--- src/rtl/mem_port_arbiter.sv ---
// ---------------------------------------------------------------------------
// mem_port_arbiter
//
// Shares one single-port synchronous RAM (registered output, 1-cycle read
// latency) between an instruction-fetch port (f_*) and a load/store data
// port (d_*). Each access takes three cycles: grant (IDLE -> ACCESS), RAM
// access (ACCESS -> RESP) and response capture (RESP -> IDLE). The data
// port normally wins. A starvation counter tracks consecutive data grants
// taken while a fetch is pending, and hands the RAM to fetch once that
// count reaches STARVE_LIMIT.
//
// Parameters:
//   ADDR_W        RAM address width (512 words by default)
//   DATA_W        RAM word width
//   STARVE_LIMIT  max consecutive data grants while fetch waits (>= 1)
//
// Ports:
//   clock, clear        rising-edge clock, asynchronous active-low reset
//   f_req/f_addr        fetch read request and address (held until f_gnt)
//   f_gnt/f_done        one-cycle accept pulse / read-data-valid pulse
//   f_rdata             last fetched word, held until the next f_done
//   d_req/d_we/d_addr   data request (d_we=1 store, 0 load), held until d_gnt
//   d_wdata             store data
//   d_gnt/d_done        one-cycle accept pulse / completion pulse
//   d_rdata             last load result; stores leave it unchanged
//   ram_read/ram_write  RAM strobes, high only during ACCESS
//   ram_address         RAM address, holds its last value while idle
//   ram_data_in         RAM write data, holds its last value while idle
//   ram_data_out        RAM registered read data
//   busy                high whenever the sequencer is not in IDLE
//
// All outputs come straight from flops.
// ---------------------------------------------------------------------------
module mem_port_arbiter #(
  parameter int unsigned ADDR_W       = 9,
  parameter int unsigned DATA_W       = 32,
  parameter int unsigned STARVE_LIMIT = 2
) (
  input  logic              clock,
  input  logic              clear,

  input  logic              f_req,
  input  logic [ADDR_W-1:0] f_addr,
  output logic              f_gnt,
  output logic              f_done,
  output logic [DATA_W-1:0] f_rdata,

  input  logic              d_req,
  input  logic              d_we,
  input  logic [ADDR_W-1:0] d_addr,
  input  logic [DATA_W-1:0] d_wdata,
  output logic              d_gnt,
  output logic              d_done,
  output logic [DATA_W-1:0] d_rdata,

  output logic              ram_read,
  output logic              ram_write,
  output logic [ADDR_W-1:0] ram_address,
  output logic [DATA_W-1:0] ram_data_in,
  input  logic [DATA_W-1:0] ram_data_out,

  output logic              busy
);

  // Counter just wide enough to hold 0..STARVE_LIMIT.
  localparam int unsigned CNT_W = (STARVE_LIMIT < 1) ? 1 : $clog2(STARVE_LIMIT + 1);
  localparam logic [CNT_W-1:0] LIMIT = CNT_W'(STARVE_LIMIT);

  typedef enum logic [1:0] {
    IDLE   = 2'd0,
    ACCESS = 2'd1,
    RESP   = 2'd2
  } state_t;

  state_t              state_q, state_d;
  logic [CNT_W-1:0]    starve_q, starve_d;
  // Owner of the access in flight: 1 = data port, 0 = fetch port.
  logic                owner_data_q, owner_data_d;
  // Remembers whether the access in flight is a store. ram_write is cleared
  // on leaving ACCESS, so RESP needs this copy to decide whether to capture
  // read data.
  logic                access_wr_q, access_wr_d;

  logic                f_gnt_q, f_gnt_d;
  logic                f_done_q, f_done_d;
  logic [DATA_W-1:0]   f_rdata_q, f_rdata_d;
  logic                d_gnt_q, d_gnt_d;
  logic                d_done_q, d_done_d;
  logic [DATA_W-1:0]   d_rdata_q, d_rdata_d;
  logic                ram_read_q, ram_read_d;
  logic                ram_write_q, ram_write_d;
  logic [ADDR_W-1:0]   ram_address_q, ram_address_d;
  logic [DATA_W-1:0]   ram_data_in_q, ram_data_in_d;
  logic                busy_q, busy_d;

  logic                data_wins;
  logic                fetch_starved;

  // Fetch has waited long enough: it takes the next slot even if data asks.
  assign fetch_starved = f_req && (starve_q == LIMIT);
  assign data_wins     = d_req && !fetch_starved;

  // Next-state and next-output logic. Pulses (gnt, done) and RAM strobes
  // default to 0 so they last exactly one cycle; data/address registers
  // default to holding their value.
  always_comb begin
    state_d       = state_q;
    starve_d      = starve_q;
    owner_data_d  = owner_data_q;
    access_wr_d   = access_wr_q;
    f_gnt_d       = 1'b0;
    f_done_d      = 1'b0;
    f_rdata_d     = f_rdata_q;
    d_gnt_d       = 1'b0;
    d_done_d      = 1'b0;
    d_rdata_d     = d_rdata_q;
    ram_read_d    = 1'b0;
    ram_write_d   = 1'b0;
    ram_address_d = ram_address_q;
    ram_data_in_d = ram_data_in_q;

    case (state_q)
      IDLE: begin
        if (data_wins) begin
          d_gnt_d       = 1'b1;
          owner_data_d  = 1'b1;
          access_wr_d   = d_we;
          ram_address_d = d_addr;
          ram_data_in_d = d_wdata;
          ram_write_d   = d_we;
          ram_read_d    = !d_we;
          // Only grants that bypass a waiting fetch count toward starvation.
          if (f_req) begin
            starve_d = (starve_q == LIMIT) ? LIMIT : starve_q + CNT_W'(1);
          end else begin
            starve_d = '0;
          end
          state_d = ACCESS;
        end else if (f_req) begin
          f_gnt_d       = 1'b1;
          owner_data_d  = 1'b0;
          access_wr_d   = 1'b0;
          ram_address_d = f_addr;
          ram_read_d    = 1'b1;
          starve_d      = '0;
          state_d       = ACCESS;
        end
      end

      ACCESS: begin
        // RAM samples address/strobes on this exiting edge.
        state_d = RESP;
      end

      RESP: begin
        // ram_data_out is valid now; a store's incidental read is dropped.
        if (owner_data_q) begin
          d_done_d = 1'b1;
          if (!access_wr_q) begin
            d_rdata_d = ram_data_out;
          end
        end else begin
          f_done_d  = 1'b1;
          f_rdata_d = ram_data_out;
        end
        state_d = IDLE;
      end

      default: begin
        state_d = IDLE;
      end
    endcase

    busy_d = (state_d != IDLE);
  end

  // State and output registers. Reset abandons any access in flight, so no
  // done pulse follows a mid-operation reset.
  always_ff @(posedge clock or negedge clear) begin
    if (!clear) begin
      state_q       <= IDLE;
      starve_q      <= '0;
      owner_data_q  <= 1'b0;
      access_wr_q   <= 1'b0;
      f_gnt_q       <= 1'b0;
      f_done_q      <= 1'b0;
      f_rdata_q     <= '0;
      d_gnt_q       <= 1'b0;
      d_done_q      <= 1'b0;
      d_rdata_q     <= '0;
      ram_read_q    <= 1'b0;
      ram_write_q   <= 1'b0;
      ram_address_q <= '0;
      ram_data_in_q <= '0;
      busy_q        <= 1'b0;
    end else begin
      state_q       <= state_d;
      starve_q      <= starve_d;
      owner_data_q  <= owner_data_d;
      access_wr_q   <= access_wr_d;
      f_gnt_q       <= f_gnt_d;
      f_done_q      <= f_done_d;
      f_rdata_q     <= f_rdata_d;
      d_gnt_q       <= d_gnt_d;
      d_done_q      <= d_done_d;
      d_rdata_q     <= d_rdata_d;
      ram_read_q    <= ram_read_d;
      ram_write_q   <= ram_write_d;
      ram_address_q <= ram_address_d;
      ram_data_in_q <= ram_data_in_d;
      busy_q        <= busy_d;
    end
  end

  assign f_gnt       = f_gnt_q;
  assign f_done      = f_done_q;
  assign f_rdata     = f_rdata_q;
  assign d_gnt       = d_gnt_q;
  assign d_done      = d_done_q;
  assign d_rdata     = d_rdata_q;
  assign ram_read    = ram_read_q;
  assign ram_write   = ram_write_q;
  assign ram_address = ram_address_q;
  assign ram_data_in = ram_data_in_q;
  assign busy        = busy_q;

endmodule
--- config.mk ---
export PLATFORM = sky130hd
export DESIGN_NAME = mem_port_arbiter
export DESIGN_NICKNAME = d
export VERILOG_FILES = /design/src/rtl/mem_port_arbiter.sv
export SDC_FILE = /design/constraint.sdc
export NUM_CORES = 1
export LEC_CHECK = 0
export CAP_MARGIN = 30
export CORE_MARGIN = 2
export CORE_UTILIZATION = 47
export DETAILED_ROUTE_END_ITERATION = 8
export DONT_BUFFER_PORTS = 1
export PLACE_DENSITY = 0.73
export SYNTH_ARGS = -nofsm -noshare
export SYNTH_HDL_FRONTEND = slang
export SYNTH_SLANG_ARGS = --single-unit
--- constraint.sdc ---
create_clock -name clock -period 4.6 [get_ports clock]
set_input_delay 1.15 -clock clock [delete_from_list [all_inputs] [get_ports clock]]
set_output_delay 1.15 -clock clock [all_outputs]
set_load 0.02 [all_outputs]
## Word level (Yosys, flattened, before mapping)

Cells that the tools add are included.

- Register bits: 118
- Logic and storage cells: 57

- Add/sub/neg operators: 1
- Reduce and logical (&&, ||, !) cells: 11
- Bitwise operators: 2
- Equality and inequality tests: 3
- Mux-type cells: 25

Operators with widths:

| kind | number |
|---|---|
| two-way mux 9 bit | 2 |
| two-way mux 1 bit | 16 |
| two-way mux 2 bit | 6 |
| AND reduction 2 bit | 3 |
| equality test 2 bit, second input constant | 2 |
| case mux 2 bit (2 select lines) | 1 |
| nonzero test 2 bit | 2 |
| AND reduction 3 bit | 1 |
| adder 2 x 1 -> 2 bit, second input constant | 1 |
| equality test 2 x 1 -> 1 bit, second input constant | 1 |
| logical AND 1 bit | 2 |
| logical NOT 1 bit | 2 |
| logical NOT 2 bit | 1 |
| NOT 1 bit | 2 |

## Logic depth before layout (Yosys ltp)

Gate-level depths: netlist of run 1.

- Word-level depth: 7
- Mapped depth: 7

## Least setup slack after synthesis of run 1

Ideal clock, no wire load.

- Path type: input to register
- Start: input d_req
- End: register ram_address_q[1] (netlist: ram_address[1])
- Cell stages on the path: 4
- Data required time: 4.475 ns
- Arrival time: 2.137 ns
- Setup time: 0.125 ns
- Setup slack: 2.338 ns
- Cell sequence: a21boi_2 > buf_2 > mux2_2 > mux2_2

- Word-level cells in the longest chain between the ends: 3
- Elaborated cells between the ends (all ways): 4
- Classes of those cells: mux (1); reduce/logical (3)

RTL lines:

| what | RTL line | source |
|---|---|---|
| start, declared | 48 | `input logic d_req,` |
| logical AND 1 bit (*) | 101 | `assign data_wins = d_req && !fetch_starved;` |
| nonzero test 2 bit (no line) | -- |  |
| AND reduction 2 bit (no line) | -- |  |
| end signal, assigned | 209 | `ram_address_q <= ram_address_d;` |
| end, declared | 92 | `logic [ADDR_W-1:0] ram_address_q, ram_address_d;` |

Mark *: on every way between the ends. The rest lies on a longest branch, timed or not.
A chain may end at the register's enable or synchronous reset.

## Worst setup path in the final report of run 1

- Start: register starve_q[0]
- End: register ram_data_in_q[15] (netlist: ram_data_in[15])

- Word-level cells in the longest chain between the ends: 5

RTL lines:

| what | RTL line | source |
|---|---|---|
| start, declared | 76 | `logic [CNT_W-1:0] starve_q, starve_d;` |
| start signal, assigned | 198 | `starve_q <= starve_d;` |
| equality test 2 bit | 100 | `assign fetch_starved = f_req && (starve_q == LIMIT);` |
| logical AND 1 bit | 100 |  |
| logical NOT 1 bit | 101 |  |
| logical AND 1 bit | 101 |  |
| AND reduction 2 bit (no line) | -- |  |
| end signal, assigned | 210 | `ram_data_in_q <= ram_data_in_d;` |
| end, declared | 93 | `logic [DATA_W-1:0] ram_data_in_q, ram_data_in_d;` |

Every way passes these cells.

==> results of run 1 <==
-- final timing paths --
check	start	endpoint	slack, ps
worst max register to register	starve_q[0]	ram_data_in[15]	2260
worst min-delay path	clear	f_rdata[11]	340
worst min register to register	state_q[1]	state_q[1]	510
min in group clock	state_q[1]	state_q[1]	510
worst max-delay path	starve_q[0]	ram_data_in[15]	2260
max in group asynchronous	clear	busy	4120
-- worst max-delay path: stages (launching register included) --
cell and delay [ps]:
dfrtp_1 350, inv_1 70, ha_1 230, a21boi_2 570
and2_1 220, buf_4 380, mux2_2 390
-- synthesized netlist by cell type --
cell type,instances,share of area [%]
buf_2,2,0.21
inv_1,3,0.24
buf_4,1,0.16
and3_1,1,0.13
dfrtp_1,118,63
a22o_1,2,0.37
mux2_2,84,20
nor2_1,2,0.16
buf_6,7,1.7
o21ai_1,1,0.11
or3b_1,1,0.19
nand2b_1,1,0.13
a21boi_2,1,0.24
mux2_4,30,9.6
nor2b_1,1,0.13
and2_1,1,0.13
a21o_1,2,0.32
buf_12,3,1.3
nor3b_2,1,0.27
nor2b_4,1,0.29
nor3b_1,1,0.16
and3b_1,1,0.19
ha_1,2,0.53
a21oi_1,1,0.11
-- flip-flops by register name, summed over array words and instances (netlist names) --
| name | flops |
|---|---|
| d_rdata | 32 |
| f_rdata | 32 |
| ram_data_in | 32 |
| ram_address | 9 |
| starve_q | 2 |
| state_q | 2 |
| access_wr_q | 1 |
| busy | 1 |
| d_done | 1 |
| d_gnt | 1 |
| f_done | 1 |
| f_gnt | 1 |
| owner_data_q | 1 |
| ram_read | 1 |
| ram_write | 1 |
-- power by group through the flow --
stage / clock network (W) / registers (W) / logic, W
floorplan: 0 / 0.00244 / 0.000938
global placement: 0 / 0.00257 / 0.000947
detailed placement: 0 / 0.00259 / 0.000995
CTS: 0.00144 / 0.00258 / 0.000999
global route: 0.00150 / 0.00263 / 0.00107
finish: 0.00141 / 0.00257 / 0.000984
-- cell type report --
class,instances,area share (%)
inverters,3,0.2096
multi-input cells,134,29.14
clock buffers,21,8.362
clock inverters,11,3.657
flip-flops and latches,118,54.97
repair buffers,4,0.5590
well taps,133,3.098
-- kinds of logic (layout without fill, tap and decap cells) --
logic type	after synthesis	count (layout)	synth area share, %
adders and majority gates	2	2	0.5347
AOI/OAI and AO/OA	7	7	1.149
buffers and inverters	16	39	3.583
DFF	118	118	63.10
and+or+nand+nor	11	11	1.792
muxes	114	114	29.84
-- metal layers --
metal  routed length, um  up-vias  part of all wire [%]  global-route usage, %
met5                   0        -                     0                      0
met4                 196        0                   2.2                  8.398
met3                 915       20                    10                  8.370
met2                4370      137                    49                  27.63
met1                3444     1164                    39                  19.55
li1                    -      967                     -                      -
-- stage by stage --
step	total power, W	std cells
CTS	0.005021	424
floorplan	0.003383	268
finish	0.004966	424
detailed placement	0.003581	392
global route	0.005205	424
global placement	0.003517	392
==> metrics.md, run 1 <==
| Metric | Value |
|---|---|
| Status | completed |
| Number of hold buffers added after cts | 0 |
| Critical path class | reg2reg |
| Port Buf Inserts | 0 |
| Drt first pass iters | 4 |
| Sw Ratio | a little over a third |
| Slew HR | 41.50% |
| Multi-input logic area | 0.001565 sq mm |
| WP data arrival | roughly 2700 ps |
| Max FO, Critical Path | 34 |
| Sw Pwr | 0.001782 W |
| Reg2Reg Depth | 6 |
| CTS buffer count | 17 |
| Num ports | 199 |
| Syn_area_per_cell | between 15 and 20 sq um |
| Via count | ~2,300 |
| Setup WS post-layout | around 2300 ps |
| Final Wtd Congestion | ~0.72 |
| Layout cells sized above 1 | 51.89% |
| Largest net degree at the start of global routing | 119 |
| Power per cell area | 924.5 mW/mm^2 |
| Post-route cell area | around 0.0054 sq mm |
| Power Internal | roughly 0.0032 W |
| Startpoint types | register |
| Leakage | between 2 and 2.5 nW |
| Crit end category | register |
| Most frequent cells in the layout | dfrtp_1, mux2_2, mux2_4 |
| Via density | ~5.4 |
| Count of final setup violators | 0 |
| Rows | 36 |
| Area grow syn2layout | 14.79% |
| Maximum capacitance violations | 0 |
| Min Tclk post-route | around 2300 ps |
| Die width | around 100 um |
| Chip height | 103.8 um |
| CTS tree | built |
| Total Routing Usage GR | 17.32% |
| Worst slew pin tran | ~900 ps |
| Final hold slack | around 340 ps |
| Die footprint | about 0.011 sq mm |
| Post-Synthesis Cell Area | 0.004679 sq mm |
| Worst vdd rail ir drop | ~0.00032 V |
| Synth Warn # | 0 |
| Mapped Nets | around 360 |
| GR Overflow Total | 0 |
| Routed WL per cell | about 21 um |
| Global-route wire length before repair | 14,190 um |
| Worst skew pair latency | just over 500 ps |
| Fin nets | 367 |
| DP Worst Slack | approximately 1800 ps |
| Final core utilization | between 50 and 60% |
| Worst Path Required | approximately 5000 ps |
| Logic pwr share | 19.8% |
| Drt initial violations | 116 |
| Remaining DRCs | 0 |
| Most common cell after layout, fill and taps aside | dfrtp_1 |
| Fin crit share | around half |
| Post-synthesis sequential area ratio | between 60 and 70% |
| CTS Root Cell | clkbuf_8 |
| Sequential share of power | between 50% and 60% |
| Initial antenna violation count | 0 |
| Inserted Diodes | 0 |
| Longest Clk Path Bufs | 2 |
| Worst hold path class | in2async |
| Final Hold Fails | 0 |
| Detail Placement HPWL | between 5000 and 6000 um |
| Fill cells | about 800 |
| Post-CTS Resized | 0 |
| Clk_skew | between 10 and 15 ps |
| Initial Utilization | 48.10% |
| Core Region | 0.009729 sq mm |
| Unrepaired setup endpoints after global routing | false |
| Final Max Slew Viols | 0 |
| Post-Route WL | slightly below 9000 um |
| Final setup TNS | 0 ps |
| Seq cells post-synth | ~120 |
| Worst-path clk slew | 60 ps |
| Post-route ant nets | 0 |
| Clock sinks | approximately 120 |
| Mapped Cells | around 270 |
| Dpl cell area | about 0.0047 sq mm |
| Post-CTS Repair Setup Buffers | 0 |
| Vias in the first global route | around 2,500 |
| Clk network pwr share | between 20% and 30% |
| FMAX | approximately 430 MHz |
| Synth cell types | 24 |
| Register Area | 0.002953 sq mm |
| CTS HTree Levels | 4 |
Note: power is estimated with default switching activity, not from simulation.
==> run 2: changes to the inputs <==
- clock period: 4.6 -> 2.4 ns (I/O delays scaled with it)
==> run 2 against run 1 <==
Effect of this change:
- the flow now finishes with violations (hold timing)
- critical path depth is the same
- global-route usage is 0.058 points lower
- non-clock buffer count grew 3
- utilization shrank 0.44 points
- register-to-register slack got worse by 1700 ps
- total power up 85%
- worst setup slack worse by 1700 ps
- final cell count is 0.47% higher
- die area unchanged
- clock-buffer cell count up 1
- clock power rose by 67%
- worst hold slack worse by 550 ps
- largest cell class unchanged
==> metrics.md, run 2 (synthesized netlist as in run 1, its figures left out) <==
| Metric | Value |
|---|---|
| Status | finished, violations left (was completed) |
| Violated checks | hold timing |
| Unrepaired setup endpoints after global routing | false (unchanged) |
| Post-route ant nets | 0 (unchanged) |
| WP data arrival | 2180 ps (was 2720 ps) |
| FMAX | 556.4 MHz (was 427.4 MHz) |
| Area grow syn2layout | 13.88% (was 14.79%) |
| Logic pwr share | 20.9% (was 19.8%) |
| Rows | 36 (unchanged) |
| Port Buf Inserts | 0 (unchanged) |
| Crit end category | register (unchanged) |
| CP Cell Sequence | inv_1 > ha_1 > a21boi_2 > and2_1 > buf_4 > mux2_2 (unchanged) |
| Non-Filler Instances | 426 (was 424) |
| Detail Placement HPWL | 6004 um (was 5936 um) |
| Post-CTS Repair Setup Buffers | 0 (unchanged) |
| Longest Clk Path Bufs | 2 (unchanged) |
| Startpoint types | register (unchanged) |
| Drt initial violations | 109 (was 116) |
| Sequential share of power | 53.5% (was 51.7%) |
| Most frequent cells in the layout | dfrtp_1, mux2_2, mux2_4 (unchanged) |
| Initial Utilization | 48.10% (unchanged) |
| Remaining DRCs | 0 (unchanged) |
| Slew HR | 69.95% (was 41.50%) |
| Sw Pwr | 0.003390 W (was 0.001782 W) |
| Final setup TNS | 0 ps (unchanged) |
| Via count | 2,290 (was 2,288) |
| CTS Root Cell | clkbuf_8 (unchanged) |
| Min Tclk post-route | 1797 ps (was 2340 ps) |
| Critical path class | reg2reg (unchanged) |
| Vias in the first global route | 2,568 (was 2,526) |
| Final Wtd Congestion | 0.7085 (was 0.7215) |
| Clk network pwr share | 25.6% (was 28.4%) |
| CTS buffer count | 17 (unchanged) |
| Post-Route WL | 8848 um (was 8927 um) |
| Routed WL per cell | 20.77 um (was 21.05 um) |
| Placed Cells | 395 (was 392) |
| Final hold slack | -212.4 ps (was 336.2 ps) |
| Maximum capacitance violations | 0 (unchanged) |
| Worst slew pin tran | 450.8 ps (was 875.7 ps) |
| Worst Path Required | 2790 ps (was 4980 ps) |
| Worst-path clk slew | 60 ps (about the same) |
| CTS tree | built (unchanged) |
| Die width | 103.8 um (unchanged) |
| DP Worst Slack | 608.0 ps (was 1757 ps) |
| Num ports | 199 (unchanged) |
| Clock sinks | 118 (unchanged) |
| Largest net degree at the start of global routing | 119 (unchanged) |
| Total Routing Usage GR | 17.26% (was 17.32%) |
| CTS HTree Levels | 4 (unchanged) |
| Worst skew pair latency | 510 ps (about the same) |
| Leakage | 2.338 nW (was 2.359 nW) |
| Fin nets | 370 (was 367) |
| Post-CTS Resized | 0 (unchanged) |
| Layout cells sized above 1 | 51.88% (was 51.89%) |
| Fill cells | 794 (was 799) |
| Clk_skew | 6.215 ps (was 10.64 ps) |
| Fin crit share | 74.89% (was 50.86%) |
| CP max stage delay | 400 ps (was 570 ps) |
| Multi-input logic area | 0.001565 sq mm (unchanged) |
| Register Area | 0.002953 sq mm (unchanged) |
| Inserted Diodes | 0 (unchanged) |
| Count of final setup violators | 0 (unchanged) |
| Via density | 5.376 (was 5.396) |
| Worst hold path class | in2async (unchanged) |
| Most common cell after layout, fill and taps aside | dfrtp_1 (unchanged) |
| Initial antenna violation count | 0 (unchanged) |
| Power Internal | 0.005811 W (was 0.003184 W) |
| Setup WS post-layout | 602.6 ps (was 2260 ps) |
| Global-route wire length before repair | 14,320 um (was 14,190 um) |
| Power per cell area | 1727 mW/mm^2 (was 924.5 mW/mm^2) |
| Chip height | 103.8 um (unchanged) |
| Final Max Slew Viols | 0 (unchanged) |
| Core Region | 0.009729 sq mm (unchanged) |
| GR Overflow Total | 0 (unchanged) |
| Sw Ratio | 36.84% (was 35.88%) |
| Final Hold Fails | 118 (was 0) |
| Slowest CP cell | mux2_2 (was a21boi_2) |
| Drt first pass iters | 4 (unchanged) |
| Die footprint | 0.01077 sq mm (unchanged) |
| Worst vdd rail ir drop | 0.0006061 V (was 0.0003199 V) |
| Max FO, Critical Path | 34 (unchanged) |
| Final core utilization | 54.77% (was 55.21%) |
[run 2: path summary, 6_finish.rpt]
path | start | end | slack [ps] | depth (start not counted)
worst max-delay path | starve_q[0] | ram_data_in[22] | 600 | 6
worst min-delay path | clear | d_rdata[11] | -210 | 0
worst max register to register | starve_q[0] | ram_data_in[22] | 600 | 6
worst min register to register | state_q[1] | state_q[1] | 520 | 1
max in group asynchronous | clear | f_rdata[25] | 2450 | 0
min in group clock | d_we | ram_read | 180 | 1
[run 2: through the flow]
step	area, sq um	total power [W]
finish	5329	0.009201
global route	5329	0.009663
CTS	5329	0.009328
detailed placement	4773	0.006917
global placement	4773	0.006785
floorplan	4679	0.006484
[run 2: power groups by stage]
stage / Clock (W) / Sequential [W] / Combinational (W)
after floorplan: 0 / 0.00468 / 0.00180
final: 0.00235 / 0.00492 / 0.00193
after detailed placement: 0 / 0.00496 / 0.00196
after CTS: 0.00242 / 0.00495 / 0.00196
after global placement: 0 / 0.00493 / 0.00185
after global routing: 0.00253 / 0.00504 / 0.00210
[run 2: layout make-up]
class / instances / share of cell area, %
clock buffer: 22 / 8.500
clock inverter: 9 / 1.925
inverter: 3 / 0.2113
multi-input combinational: 134 / 29.37
sequential: 118 / 55.41
tap: 133 / 3.123
timing repair buffer: 7 / 1.456
[run 2: worst max-delay path: cells and delay by family (launching register included)]
family,cells,cell delay [ps]
AOI/OAI and AO/OA,1,130
adders and majority gates,1,220
buffers and inverters,2,430
DFF,1,360
muxes,1,400
and+or+nand+nor,1,130
[run 2: routing by layer]
metal	vias to the layer above	routed length, um	track usage, %
met2	121	4437	28.15
met4	0	149	7.143
met1	1183	3322	19.07
met5	-	0	0
li1	970	-	-
met3	16	939	8.936
==> run 3: changes to the inputs <==
- PLACE_DENSITY: 0.73 -> 0.75
- clock period: 2.4 -> 1.6 ns (I/O delays scaled with it)
==> run 3 against run 2 <==
Effect of this change:
- the run still ends with hold timing left
- clock skew is 1.7 ps higher
- critical path depth stayed put
- clock-buffer cell count is 3 lower
- wire length is 8.0% higher
- first-iteration DRC count is 6.4% higher
- worst hold slack worse by 200 ps
- combinational power is 88% higher
- flip-flop and latch count stayed put
- worst setup slack worse by 600 ps
- non-clock buffer count is 15 higher
- critical path type unchanged
- highest routed layer unchanged
==> metrics.md, run 3 (synthesized netlist as in run 1, its figures left out) <==
| Metric | Value |
|---|---|
| Status | finished, violations left (unchanged) |
| Violated checks | hold timing (unchanged) |
| Via density | 5.455 (was 5.376) |
| CTS buffer count | 17 (unchanged) |
| Largest net degree at the start of global routing | 119 (unchanged) |
| Worst Path Required | 1990 ps (was 2790 ps) |
| Worst hold path class | in2async (unchanged) |
| Worst skew pair latency | 510 ps (about the same) |
| Die width | 103.8 um (unchanged) |
| Number of hold buffers added after cts | 1 |
| CTS tree | built (unchanged) |
| Inserted Diodes | 0 (unchanged) |
| Port Buf Inserts | 0 (unchanged) |
| Critical path class | reg2reg (unchanged) |
| FMAX | 625.0 MHz (was 556.4 MHz) |
| Rows | 36 (unchanged) |
| Worst slew pin tran | 287.5 ps (was 450.8 ps) |
| Via count | 2,411 (was 2,290) |
| GR Overflow Total | 0 (unchanged) |
| Final core utilization | 59.22% (was 54.77%) |
| Min Tclk post-route | 1600 ps (was 1797 ps) |
| Detail Placement HPWL | 6110 um (was 6004 um) |
| Remaining DRCs | 0 (unchanged) |
| Slowest CP cell | dfrtp_1 (was mux2_2) |
| Chip height | 103.8 um (unchanged) |
| Count of final setup violators | 0 (unchanged) |
| Post-Route WL | 9560 um (was 8848 um) |
| Fin nets | 385 (was 370) |
| Post-route ant nets | 0 (unchanged) |
| Routed WL per cell | 21.63 um (was 20.77 um) |
| CTS HTree Levels | 4 (unchanged) |
| Global-route wire length before repair | 14,890 um (was 14,320 um) |
| Die footprint | 0.01077 sq mm (unchanged) |
| Most common cell after layout, fill and taps aside | dfrtp_1 (unchanged) |
| Core Region | 0.009729 sq mm (unchanged) |
| Area grow syn2layout | 23.13% (was 13.88%) |
| WP data arrival | 1990 ps (was 2180 ps) |
| Final Hold Fails | 118 (unchanged) |
| Crit path buf inv count | 2 (unchanged) |
| Worst-path clk slew | 60 ps (about the same) |
| Drt first pass iters | 4 (unchanged) |
| Initial Utilization | 48.10% (unchanged) |
| Crit path max-delay family | flip-flops (was buffers and inverters) |
| Clock sinks | 118 (unchanged) |
| Final Max Slew Viols | 0 (unchanged) |
| Flop-to-flop setup slack | 0.1 ps (was 600 ps) |
| Worst vdd rail ir drop | 0.001056 V (was 0.0006061 V) |
| Vias in the first global route | 2,688 (was 2,568) |
| Most frequent cells in the layout | dfrtp_1, mux2_4, mux2_2 (was dfrtp_1, mux2_2, mux2_4) |
| Drt initial violations | 116 (was 109) |
| Leakage | 2.602 nW (was 2.338 nW) |
| CP max stage delay | 360 ps (was 400 ps) |
| Clk_skew | 7.879 ps (was 6.215 ps) |
| Power per cell area | 2616 mW/mm^2 (was 1727 mW/mm^2) |
| CP Cell Sequence | inv_2 > ha_4 > a21boi_4 > and2_4 > buf_16 > mux2_2 (was inv_1 > ha_1 > a21boi_2 > and2_1 > buf_4 > mux2_2) |
| Startpoint types | register (unchanged) |
| Slew HR | 80.79% (was 69.95%) |
| Initial antenna violation count | 0 (unchanged) |
| Num ports | 199 (unchanged) |
| Unrepaired setup endpoints after global routing | true (was false) |
| Final Wtd Congestion | 0.7046 (was 0.7085) |
| Layout cells sized above 1 | 56.31% (was 51.88%) |
| Total Routing Usage GR | 17.96% (was 17.26%) |
| Maximum capacitance violations | 0 (unchanged) |
| Max FO, Critical Path | 16 (was 34) |
| CTS Root Cell | clkbuf_8 (unchanged) |
| Final hold slack | -410.6 ps (was -212.4 ps) |
| Longest Clk Path Bufs | 2 (unchanged) |
| Crit end category | register (unchanged) |
| Fin crit share | 99.99% (was 74.89%) |
[run 3: cell count changes in the layout (fill, tap and decap cells not counted), sizes merged]
| cell | delta |
|---|---|
| buf | +11 |
| bufinv | +3 |
| dlygate4sd3 | +1 |
| inv | +1 |
[run 3: routing by layer]
metal	track usage (%)	wire length, um	part of all wire (%)
met2	29.19	4809	50
met1	20.14	3628	38
met3	8.622	937	9.8
met5	0	0	0
met4	8.012	184	1.9
[run 3: report_power, final]
part           total (W)  switching [W]  internal (W)  leakage [nW]
logic            0.00362        0.00115       0.00247         0.882
registers        0.00740        0.00291       0.00449          1.41
clock network    0.00405        0.00129       0.00276         0.310
[run 3: repair_timing]
| item | in CTS | in global routing |
|---|---|---|
| resized for setup | 12 | 19 |
| gates cloned | 1 | 3 |
| setup buffers | 2 | 4 |
| pin swaps | 1 | 0 |
| endpoints found under the hold margin | 119 | 118 |
| setup endpoints to repair | 40 | 42 |
[run 3: cell type report]
cell class,count,area [sq um]
Multi-Input combinational cell,134,1694
Inverter,3,11.26
Tap cell,133,166.4
Clock buffer,19,441.7
Fill cell,748,3968
Timing Repair Buffer,22,294.0
Clock inverter,13,201.4
Sequential cell,118,2953
[run 3: stage by stage]
stage / TNS (ps) / total power, W / area (sq um) / worst slack (ps) / std cells
2_1_floorplan: -594.7 / 0.009764 / 4711 / -20.05 / 268
3_3_place_gp: -678.9 / 0.01032 / 4850 / -29.45 / 399
3_5_place_dp: -2936 / 0.01053 / 4850 / -93.74 / 399
4_1_cts: 0 / 0.01481 / 5588 / 6.395 / 435
5_1_grt: -1466 / 0.01578 / 5762 / -60.30 / 442
6_report: 0 / 0.01507 / 5762 / 0.1232 / 442
[run 3: path summary, 6_finish.rpt]
path / from / to / cells past startpoint
setup / recovery: starve_q[0] / ram_data_in[5] / 6
hold / removal: clear / f_rdata[13] / 0
setup reg to reg: starve_q[0] / ram_data_in[5] / 6
hold reg to reg: state_q[1] / state_q[1] / 1
max in group asynchronous: clear / f_rdata[23] / 0
min in group clock: ram_data_out[27] / d_rdata[27] / 1
[run 3: worst reg2reg max path: stages, from the launching register on]
cell and delay, ps:
dfrtp_1 360, inv_2 60, ha_4 160, a21boi_4 150
and2_4 240, buf_16 170, mux2_2 330
